<file path="config.mk">
export PLATFORM = sky130hd
export DESIGN_NAME = rx_page_drain
export DESIGN_NICKNAME = d
export VERILOG_FILES = /design/src/rtl/xb_pkg.sv /design/src/rtl/drain_packer.sv /design/src/rtl/rx_page_drain.sv
export SDC_FILE = /design/constraint.sdc
export NUM_CORES = 1
export LEC_CHECK = 0
export BUFFER_PORTS_ARGS = -buffer_cell sky130_fd_sc_hd__buf_2
export CELL_PAD_IN_SITES_DETAIL_PLACEMENT = 1
export CELL_PAD_IN_SITES_GLOBAL_PLACEMENT = 2
export CORE_MARGIN = 4
export CORE_UTILIZATION = 36
export DETAILED_ROUTE_END_ITERATION = 6
export GPL_TIMING_DRIVEN = 0
export PLACE_DENSITY_LB_ADDON = 0.1
export SLEW_MARGIN = 20
export SYNTH_ARGS = -nofsm -noshare
export SYNTH_HDL_FRONTEND = slang
export SYNTH_SLANG_ARGS = --single-unit
</file>
<file path="constraint.sdc">
create_clock -name clock_fpga -period 25.9 [get_ports clock_fpga]
set_input_delay 2.59 -clock clock_fpga [delete_from_list [all_inputs] [get_ports clock_fpga]]
set_output_delay 2.59 -clock clock_fpga [all_outputs]
set_load 0.03 [all_outputs]
</file>
<file path="src/rtl/xb_pkg.sv">
// Shared constants and FSM encoding for the rx page drain datapath.
package xb_pkg;

    localparam int HDATA_WIDTH    = 32;
    localparam int MDATA_WIDTH    = 256;
    localparam int UNIT_BUF_BY_4B = 1024;
    localparam int ADDRESS_WIDTH  = 32;
    localparam int BEATS_PER_PAGE = 128;
    localparam int WORDS_PER_BEAT = 8;

    typedef enum logic [1:0] {
        ST_IDLE  = 2'd0,
        ST_FETCH = 2'd1,
        ST_WRITE = 2'd2,
        ST_DONE  = 2'd3
    } drain_state_e;

    // Byte stride between consecutive memory beats.
    function automatic int beat_bytes(input int mdata_w);
        return mdata_w / 8;
    endfunction

endpackage

</file>
<file path="src/rtl/drain_packer.sv">
// Gathers WORDS buffer words into one memory beat; word k lands in lane k (word 0 in the LSBs).
module drain_packer
    import xb_pkg::*;
#(
    parameter int WORD_W = HDATA_WIDTH,
    parameter int WORDS  = WORDS_PER_BEAT
) (
    input  logic                       clk_i,
    input  logic                       rst_i,
    input  logic                       clr_i,
    input  logic                       cap_i,
    input  logic [$clog2(WORDS)-1:0]   idx_i,
    input  logic [WORD_W-1:0]          word_i,
    output logic [WORD_W*WORDS-1:0]    data_o
);

    logic [WORD_W*WORDS-1:0] data_q, data_d;

    always_comb begin
        data_d = data_q;
        if (clr_i) begin
            data_d = '0;
        end else if (cap_i) begin
            data_d[int'(idx_i)*WORD_W +: WORD_W] = word_i;
        end
    end

    always_ff @(posedge clk_i or posedge rst_i) begin
        if (rst_i) begin
            data_q <= '0;
        end else begin
            data_q <= data_d;
        end
    end

    assign data_o = data_q;

endmodule

</file>
<file path="src/rtl/rx_page_drain.sv">
// Drains one rx buffer page (1024 words) to memory as 128 x 256-bit beats.
// Optional XB_DRAIN_CHECKSUM_EN adds page_checksum, the XOR of all words of the page.
module rx_page_drain
    import xb_pkg::*;
#(
    parameter int HDATA_WIDTH    = xb_pkg::HDATA_WIDTH,
    parameter int MDATA_WIDTH    = xb_pkg::MDATA_WIDTH,
    parameter int UNIT_BUF_BY_4B = xb_pkg::UNIT_BUF_BY_4B,
    parameter int ADDRESS_WIDTH  = xb_pkg::ADDRESS_WIDTH
) (
    input  logic                                 clock_fpga,
    input  logic                                 reset,
    input  logic                                 page_ready,
    input  logic [1:0]                           page_index,
    input  logic [ADDRESS_WIDTH-1:0]             start_address,
    output logic                                 buf_rd_en,
    output logic [$clog2(UNIT_BUF_BY_4B)+1:0]    buf_rd_addr,
    input  logic [HDATA_WIDTH-1:0]               buf_rd_data,
    output logic                                 chip_select,
    output logic                                 write_enable,
    output logic [ADDRESS_WIDTH-1:0]             maddress,
    output logic [MDATA_WIDTH-1:0]               mdata_out,
    input  logic                                 mem_ready,
    output logic                                 xfer_complete,
    output logic                                 busy
`ifdef XB_DRAIN_CHECKSUM_EN
    ,
    output logic [HDATA_WIDTH-1:0]               page_checksum
`endif
);

    localparam int WOFF_W = $clog2(UNIT_BUF_BY_4B);
    localparam int WIDX_W = $clog2(WORDS_PER_BEAT);
    localparam int RDC_W  = WIDX_W + 1;
    localparam int BEAT_W = $clog2(BEATS_PER_PAGE);
    localparam logic [ADDRESS_WIDTH-1:0] BEAT_STEP = ADDRESS_WIDTH'(beat_bytes(MDATA_WIDTH));
    localparam logic [BEAT_W-1:0]        LAST_BEAT = BEAT_W'(BEATS_PER_PAGE - 1);
    localparam logic [WIDX_W-1:0]        LAST_WORD = WIDX_W'(WORDS_PER_BEAT - 1);

    drain_state_e              state_q, state_d;
    logic [1:0]                page_q, page_d;
    logic [ADDRESS_WIDTH-1:0]  addr_q, addr_d;
    logic [WOFF_W-1:0]         woff_q, woff_d;
    logic [RDC_W-1:0]          rd_cnt_q, rd_cnt_d;
    logic [BEAT_W-1:0]         beat_q, beat_d;
    logic                      rd_vld_q;
    logic [WIDX_W-1:0]         rd_idx_q;
    logic                      start;
    logic                      accept;
    logic                      last_cap;

    // Memory handshake: chip_select is the valid, mem_ready the ready; a beat
    // transfers on a cycle where both are 1, and maddress/mdata_out hold until then.
    assign start    = (state_q == ST_IDLE) && page_ready;
    assign accept   = (state_q == ST_WRITE) && mem_ready;
    assign last_cap = rd_vld_q && (rd_idx_q == LAST_WORD);

    always_ff @(posedge clock_fpga or posedge reset) begin
        if (reset) begin
            state_q <= ST_IDLE;
        end else begin
            state_q <= state_d;
        end
    end

    always_comb begin
        state_d = state_q;
        unique case (state_q)
            ST_IDLE:  if (page_ready) state_d = ST_FETCH;
            ST_FETCH: if (last_cap)   state_d = ST_WRITE;
            ST_WRITE: if (mem_ready)  state_d = (beat_q == LAST_BEAT) ? ST_DONE : ST_FETCH;
            ST_DONE:  state_d = ST_IDLE;
            default:  state_d = ST_IDLE;
        endcase
    end

    always_comb begin
        busy          = 1'b0;
        buf_rd_en     = 1'b0;
        chip_select   = 1'b0;
        write_enable  = 1'b0;
        xfer_complete = 1'b0;
        unique case (state_q)
            ST_IDLE: ;
            ST_FETCH: begin
                busy      = 1'b1;
                buf_rd_en = ~rd_cnt_q[WIDX_W];
            end
            ST_WRITE: begin
                busy         = 1'b1;
                chip_select  = 1'b1;
                write_enable = 1'b1;
            end
            ST_DONE: begin
                busy          = 1'b1;
                xfer_complete = 1'b1;
            end
            default: ;
        endcase
    end

    // Word offset is its own field so it wraps inside the page and never carries into page_q.
    always_comb begin
        page_d   = page_q;
        addr_d   = addr_q;
        woff_d   = woff_q;
        rd_cnt_d = rd_cnt_q;
        beat_d   = beat_q;
        if (start) begin
            page_d   = page_index;
            addr_d   = start_address;
            woff_d   = '0;
            rd_cnt_d = '0;
            beat_d   = '0;
        end else begin
            if (buf_rd_en) begin
                woff_d   = woff_q + WOFF_W'(1);
                rd_cnt_d = rd_cnt_q + RDC_W'(1);
            end
            if (accept) begin
                addr_d   = addr_q + BEAT_STEP;
                beat_d   = beat_q + BEAT_W'(1);
                rd_cnt_d = '0;
            end
        end
    end

    always_ff @(posedge clock_fpga or posedge reset) begin
        if (reset) begin
            page_q   <= '0;
            addr_q   <= '0;
            woff_q   <= '0;
            rd_cnt_q <= '0;
            beat_q   <= '0;
            rd_vld_q <= 1'b0;
            rd_idx_q <= '0;
        end else begin
            page_q   <= page_d;
            addr_q   <= addr_d;
            woff_q   <= woff_d;
            rd_cnt_q <= rd_cnt_d;
            beat_q   <= beat_d;
            rd_vld_q <= buf_rd_en;
            rd_idx_q <= rd_cnt_q[WIDX_W-1:0];
        end
    end

    assign buf_rd_addr = {page_q, woff_q};
    assign maddress    = addr_q;

    drain_packer #(
        .WORD_W (HDATA_WIDTH),
        .WORDS  (WORDS_PER_BEAT)
    ) u_packer (
        .clk_i  (clock_fpga),
        .rst_i  (reset),
        .clr_i  (start),
        .cap_i  (rd_vld_q),
        .idx_i  (rd_idx_q),
        .word_i (buf_rd_data),
        .data_o (mdata_out)
    );

`ifdef XB_DRAIN_CHECKSUM_EN
    logic [HDATA_WIDTH-1:0] csum_q, csum_d;

    always_comb begin
        csum_d = csum_q;
        if (start) begin
            csum_d = '0;
        end else if (rd_vld_q) begin
            csum_d = csum_q ^ buf_rd_data;
        end
    end

    always_ff @(posedge clock_fpga or posedge reset) begin
        if (reset) begin
            csum_q <= '0;
        end else begin
            csum_q <= csum_d;
        end
    end

    assign page_checksum = csum_q;
`endif

endmodule

</file>
==> results.txt, run 1 <==
- Following the worst setup path forward leads to its endpoint at buf_rd_en.
- Tightest slew margin relative to the limit: a little over two fifths
- After detailed placement, the total cell area comes to around 15,000 µm².
* WL per Instance: around 23 µm
* Number of setup buffers added after CTS: 0
- Entering global routing, the biggest net connects 103 pins.
- Category of the critical setup timing path: flop to output port
- Clock slew seen by the registers of the worst setup and hold paths: 0.05 ns
- Launching point of the worst reg2reg path: rd_idx_q[0]$_DFF_PP0_
- Setup total negative slack on the finished layout was measured at 0 ns.
- Crit share post-route: 17.6%
- Synth Flop Type: dfrtp_1
- Worst min-delay path class: flop to flop
- Worst path arrival time: roughly 2.0 ns
* Level count of the clock H-tree: 2
* EDFF count, synth: 0
* Post-CTS Resized: 0
- Layout Cells excl Fill: approximately 1,800
- Total I/O pin count: around 380
- Synth Register Bits: about 320
- Once detail routing completed, the nets flagged for antenna violations numbered 0.
- Wire length of the first global-routing pass: approximately 63,000 µm
- The multi-input combinational cells in the finished layout cover a total of 3860 µm².
* CP startpoint: state_q[1]$_DFFE_PP0P_
- Number of buffers inserted by hold repair at cts: 0
- Total standard cell area after synthesis: between 10,000 and 15,000 µm²
- Buffers placed on the I/O ports in this run total ~340.
- In the post-synthesis netlist, the cell with the most instances is dfrtp_1.
- Clock latency on the worst-skew pair: approximately 0.5 ns
- 1st-pass router iterations: 5
* Cell count after synthesis: 954
* DRC violations left: 0
- Area growth syn-to-layout: 28.5%
- Worst reg-to-reg setup slack: 22.91 ns
- The post-route netlist has approximately a third of its cells at a drive strength greater than 1.
- Once layout is done, the placed cells without fillers occupy between 15,000 and 20,000 µm².
- Derived from the worst setup path, the maximum achievable clock frequency is 0.220 GHz.
- STA classifies the critical path endpoint as an output port.
- During synthesis, Yosys emitted a total of 0 warnings.
* Slew at the pin with the worst max-slew slack: approximately 0.85 ns
- Unrepaired setup endpoints after global routing: false
* End of the worst register-to-register path: u_packer.data_o[33]$_DFFE_PP0P_
- The routed layout has roughly 9,600 vias.
* Final weighted congestion in routability-driven placement: ~0.76
- In the synthesized netlist the async set-or-reset flop fraction comes to between 90% and 100%.
- TritonCTS Buffers: 36
- Syn Nets: 1,032
- Final hold analysis gives a worst-case slack of 0.431 ns.
- In this run the core area contains 67 standard-cell rows.
- The die covers ~37,000 µm².
- For this design the static power due to leakage is around 8.3 nW.
- The detailed router finished its first iteration with 504 violations.
- The number of antenna violations at the first check in global routing was 0.
* Gr ovfl total: 0
- Once the floorplan was initialized, standard cells occupied 36.6% of the core.
* Final core utilization: 47.0%
* Largest area contributor in the netlist: dfrtp_1
- Synthesized area per cell: 12.9 µm²
- TritonCTS built the clock tree.
- The commonest cells after synthesis are dfrtp_1 (317), a22o_1 (255), nand2_1 (68).
- Vias per cell: 5.30
* DIE HEIGHT: slightly below 200 µm
- The net count of the finished layout is ~1,400.
- Once detailed placement completed, the half-perimeter wirelength came to between 20,000 and 30,000 µm.
- Share of the yosys chip area belonging to registers: between 60 and 70%
- The flow ran to the end, and the final reports show no timing, DRC or antenna violations.
* Routed Wire Length: ~42,000 µm
* N_diodes: 0
* Final count of pins violating max slew: 0
- VDD sags by at most approximately 0.000069 V.
* Required time at the endpoint of the critical path: between 20 and 25 ns
* Count of cell types in the netlist: 47
- Clock skew on the completed layout was measured at about 0.014 ns.
- The via count of the first global-routing pass is between 10,000 and 15,000.
* All-Layer GR Usage: 22.1%
- In this run the power density over the cells is about 140 nW/µm².
- The core region is approximately 34,000 µm².
- Final-report hold violation count: 0
- The filler cells instantiated in the layout total around 3,700.
* Count of clock tree sinks: ~320
- Counting tap cells, the placed design contains a total of 1,747 instances.
* Library cell used as clock root buffer: clkbuf_16
* Post-synth top area share: 64.7%
- Minimum clock period after layout: 4.56 ns
* R2R cell count: 8
- By area the synthesized netlist is led by dfrtp_1 (65%), a22o_1 (18%), nand2_1 (2.1%).
* Final setup vio count: 0
* Maximum clock insertion buffer count: 3
- Across the whole layout, storage elements account for 7930 µm².
* Startpoint class of the critical path: flop
- Along the worst path, the maximum fanout reaches 11.
* Max-cap violations: 0
* Die X: between 150 and 200 µm
==> through the flow <==
| stage | setup WS (ns) | power (mW) |
|---|---|---|
| floorplan | 14.54 | 1.37 |
| global placement | 10.66 | 1.67 |
| CTS | 21.30 | 2.18 |
| global route | 21.17 | 2.27 |
| finish | 21.34 | 2.16 |
| detailed placement | 21.16 | 1.68 |
==> critical path, cell delays in order, from the launching register on <==
cell	delay [ns]
dfrtp_1	0.46
nor3b_1	0.43
buf_2	0.33
buf_2	0.25
==> cell usage in the layout (no fill, tap or decap), types with 2 or more instances in the layout <==
cell,count
nor3_2,3
buf_2,381
a21oi_1,8
nor2_1,43
dfrtp_1,317
nand3b_1,2
ha_1,8
nand2_1,68
nand3_1,22
nor3_1,6
and2_1,4
and3_1,6
inv_1,10
clkbuf_1,29
mux2i_1,3
a22o_1,255
buf_4,4
nand4_1,11
buf_16,3
o311ai_0,2
xor2_1,29
clkbuf_16,36
o21ai_0,23
a31oi_1,2
nor3b_1,3
buf_1,32
clkinv_2,5
clkbuf_8,11
xnor2_1,8
and2b_1,2
==> flip-flops by register name, indices dropped and copies added, names as in the netlist <==
signal           cells
woff_q              10
page_q               2
u_packer.data_o    256
rd_vld_q             1
rd_idx_q             3
maddress            32
rd_cnt_q             4
beat_q               7
state_q              2
==> per-layer routing <==
layer	up-vias	track usage, %	part of all wire [%]
met5	-	0	0
met4	0	5.95	2.7
met3	57	4.97	6.6
met2	303	36.1	47
met1	4960	30.1	43
li1	4262	-	-
==> worst min-delay path by stage <==
stage,from,to,slack [ns],cells past startpoint
after global routing,rd_cnt_q[2]$_DFFE_PP0P_,rd_idx_q[2]$_DFF_PP0_,0.45,0
final,rd_cnt_q[2]$_DFFE_PP0P_,rd_idx_q[2]$_DFF_PP0_,0.43,0
after global placement,rd_cnt_q[2]$_DFFE_PP0P_,rd_idx_q[2]$_DFF_PP0_,0.41,0
after floorplan,rd_cnt_q[2]$_DFFE_PP0P_,rd_idx_q[2]$_DFF_PP0_,0.39,0
after CTS,rd_cnt_q[2]$_DFFE_PP0P_,rd_idx_q[2]$_DFF_PP0_,0.43,0
after detailed placement,rd_cnt_q[2]$_DFFE_PP0P_,rd_idx_q[2]$_DFF_PP0_,0.42,0
==> final cells by class <==
type	instances	area share (%)
sequential	317	50.3
multi-input combinational	529	24.5
timing repair buffer	345	11.4
clock buffer	54	6.84
tap	448	3.56
buffer	97	2.71
clock inverter	8	0.365
inverter	11	0.310
==> logic make-up (layout without fill, tap and decap cells) <==
kind of cell | after synthesis | after routing | synth area share [%]
AO/OA/AOI/OAI | 297 | 297 | 20.3
XOR/XNOR | 37 | 37 | 2.64
adder cells (fa/ha/maj) | 8 | 8 | 0.816
buffers and inverters | 108 | 515 | 3.83
flip-flops | 317 | 317 | 64.7
multiplexers | 3 | 3 | 0.245
AND/OR/NAND/NOR | 184 | 184 | 7.53
==> where the power goes <==
part | leakage [nW] | internal, mW | switching [mW]
registers | 4.25 | 0.653 | 0.111
logic | 3.52 | 0.281 | 0.623
clock network | 0.562 | 0.288 | 0.200
total | 8.34 | 1.22 | 0.934
Power figures use the tool's default switching activity.
==> run 2, diff against run 1 <==
CORE_UTILIZATION = 33   (was 36)
clock period = 4.2 ns   (was 25.9 ns; I/O delays follow)
==> results.txt, run 2 (same netlist as run 1, synthesis figures left out) <==
- For the final database, setup skew stands at about 0.023 ns.
- Compared with the post-synthesis result, the final layout area differs by 31.0%.
* Vias per cell: 5.23
- Fraction of layout cells with a size suffix above 1: around a third
- 1st-pass router iterations: 4
- Category of the critical setup timing path: flop to flop
- Die X: 201 µm
- Number of cell rows: 70
- The first global-routing pass estimated about 66,000 µm of wire.
- IR drop worst, VDD: between 0.0003 and 0.0004 V
- Final core utilization: a little over two fifths
- The worst setup path is launched from a flop.
- TritonCTS Buffers: 37
- Number of setup buffers added after CTS: 0
- For this design, the slowest cell found on the critical path is a21oi_1.
- In this run the worst path has a maximum fanout of 10.
* Final count of pins violating max slew: 0
- The path class of the tightest hold or removal check is input pin to flop.
- In this run the count of I/O pins placed on the die edge is ~380.
- Floorplan die area: about 40,000 µm²
- Unrepaired setup endpoints after global routing: false
* Fin worst setup slack: ~1.2 ns
- The cell family contributing the most delay on the critical path is compound AO/OA/AOI/OAI gates.
* Clock latency on the worst-skew pair: approximately 0.53 ns
* Tightest slew margin relative to the limit: 26.7%
- The wire-length estimate of the detail-placed layout is 31,100 µm.
- The number of hold violations in the final report came to 0.
- Slew at the pin with the worst max-slew slack: 1.10 ns
- In this run, the number of DRC markers left after iteration 0 of detailed routing was between 300 and 400.
- Total power for the finished layout comes to between 10 and 15 mW.
* Clock slew seen by the registers of the worst setup and hold paths: 0.06 ns
* Final setup vio count: 0
- Number of nets in the final layout: 1,425
* Total negative setup slack: 0 ns
- In the routed design, unresolved DRC markers number 0.
- Library cell used as clock root buffer: clkbuf_16
- Most common library cell in the layout ignoring fill and taps: buf_2
- STA classifies the critical path endpoint as a flop.
* Gr ovfl total: 0
- Area after DPL: around 15,000 µm²
- In this design, the critical path's most frequently occurring cell is ha_1.
- After layout, the minimum clock period comes to around 3.0 ns.
* Chain of cells forming the critical path: inv_1, ha_1, ha_1, nor2b_2, a21oi_1, buf_2, a22o_1
- Largest stage delay, worst path: roughly 0.85 ns
- Worst path arrival time: 3.47 ns
- Largest net degree at the start of global routing: 34
* CP Buf/Inv Count: 2
- Level count of the clock H-tree: 2
* Max FFs per register: between 200 and 300
- The number of antenna violations at the first check in global routing was 1.
- The final layout contains routed wiring with a total length of between 40,000 and 50,000 µm.
- Core Box Area: approximately 37,000 µm²
- Max-cap violations in this run came to 0.
- Highest attainable clock frequency: ~0.33 GHz
* Starting density of the core: 33.5%
- Required time at the endpoint of the critical path: about 4.7 ns
- The analysis attributes to cell leakage a power of around 8.5 nW.
- Power density over cell area: between 800 and 900 nW/µm²
* TritonCTS clock tree: done
- Dividing the detail-routed wire length by the instance count gives ~24 µm.
* DIE HEIGHT: ~200 µm
- Count of clock tree sinks: 317
- Number of nets with antenna violations after detailed routing: 0
- Counting along the longest clock path gives a buffer depth of 3.
* Run status: completed
- Number of buffer cells added on primary ports: approximately 340
- Final non-filler cell area: 16,100 µm²
- Global routing consumed, over all layers together, a little over a fifth of the routing resources.
- Routability-driven placement finished with a final weighted congestion of approximately 0.77.
* Post-place setup slack: 1.19 ns
- Most used cells in the layout excluding fill and tap cells: buf_2 (381), dfrtp_1 (317), a22o_1 (255), nand2_1 (68), nor2_1 (43)
- The worst path uses between 70% and 80% of the clock period.
* Vias: roughly 9,600
- The via count of the first global-routing pass came to 10,100.
[run 2: changes by cell type in the layout (fill, tap and decap cells not counted), sizes merged]
| cell | before | now |
|---|---|---|
| buf | 420 | 428 |
| clkbuf | 76 | 79 |
| bufinv | 0 | 2 |
| inv | 12 | 10 |
| diode | 0 | 1 |
| dlygate4sd3 | 0 | 1 |
[run 2: area by class of cell]
cell class | count | area, µm²
Antenna cell | 1 | 2.50
Buffer | 97 | 428
Clock buffer | 57 | 1150
Clock inverter | 8 | 101
Fill cell | 3994 | 20500
Inverter | 11 | 45.0
Multi-Input combinational cell | 529 | 3860
Sequential cell | 317 | 7930
Tap cell | 468 | 586
Timing Repair Buffer | 354 | 1960
[run 2: metrics by stage]
step | instances | hold WS [ns]
after global placement | 1764 | 0.413
after global routing | 1842 | 0.101
after floorplan | 954 | 0.391
after CTS | 1841 | 0.0768
after detailed placement | 1775 | 0.416
final | 1842 | 0.100
[run 2: repair_timing]
item,CTS,global route
resized for setup,0,0
hold buffers,1,0
endpoints found under the hold margin,17,0
[run 2: report_power, final]
part,internal (mW),total [mW],switching (mW)
Clock,2.01,3.27,1.27
Combinational,1.75,5.61,3.86
Sequential,4.03,4.73,0.696
Total,7.79,13.6,5.82
[run 2: worst paths after layout]
kind	end	startpoint	cells after the start	slack, ns
min in group asynchronous	u_packer.data_o[237]$_DFFE_PP0P_	reset	3	0.50
worst min-delay path	maddress[1]$_DFFE_PP0P_	start_address[1]	3	0.10
max in group asynchronous	maddress[20]$_DFFE_PP0P_	reset	7	2.46
worst max register to register	u_packer.data_o[97]$_DFFE_PP0P_	rd_idx_q[0]$_DFF_PP0_	7	1.19
worst max-delay path	u_packer.data_o[97]$_DFFE_PP0P_	rd_idx_q[0]$_DFF_PP0_	7	1.19
worst min register to register	rd_idx_q[2]$_DFF_PP0_	rd_cnt_q[2]$_DFFE_PP0P_	0	0.43
[run 2: layer usage]
layer / up-vias / share of wire [%] / track usage, % / routed length, µm
met5: - / 0 / 0 / 0
met4: 0 / 1.8 / 4.77 / 784
met3: 42 / 6.4 / 5.59 / 2780
met2: 282 / 47 / 33.4 / 20400
met1: 5047 / 45 / 28.9 / 19500
li1: 4270 / - / - / -
[run 2: worst reg2reg max path: cells and delay by family (launching register included)]
kind	cells	cell delay [ns]
AOI/OAI and AO/OA	2	1.04
adders and majority gates	2	0.64
buffers and inverters	2	0.53
DFF	1	0.52
and+or+nand+nor	1	0.23
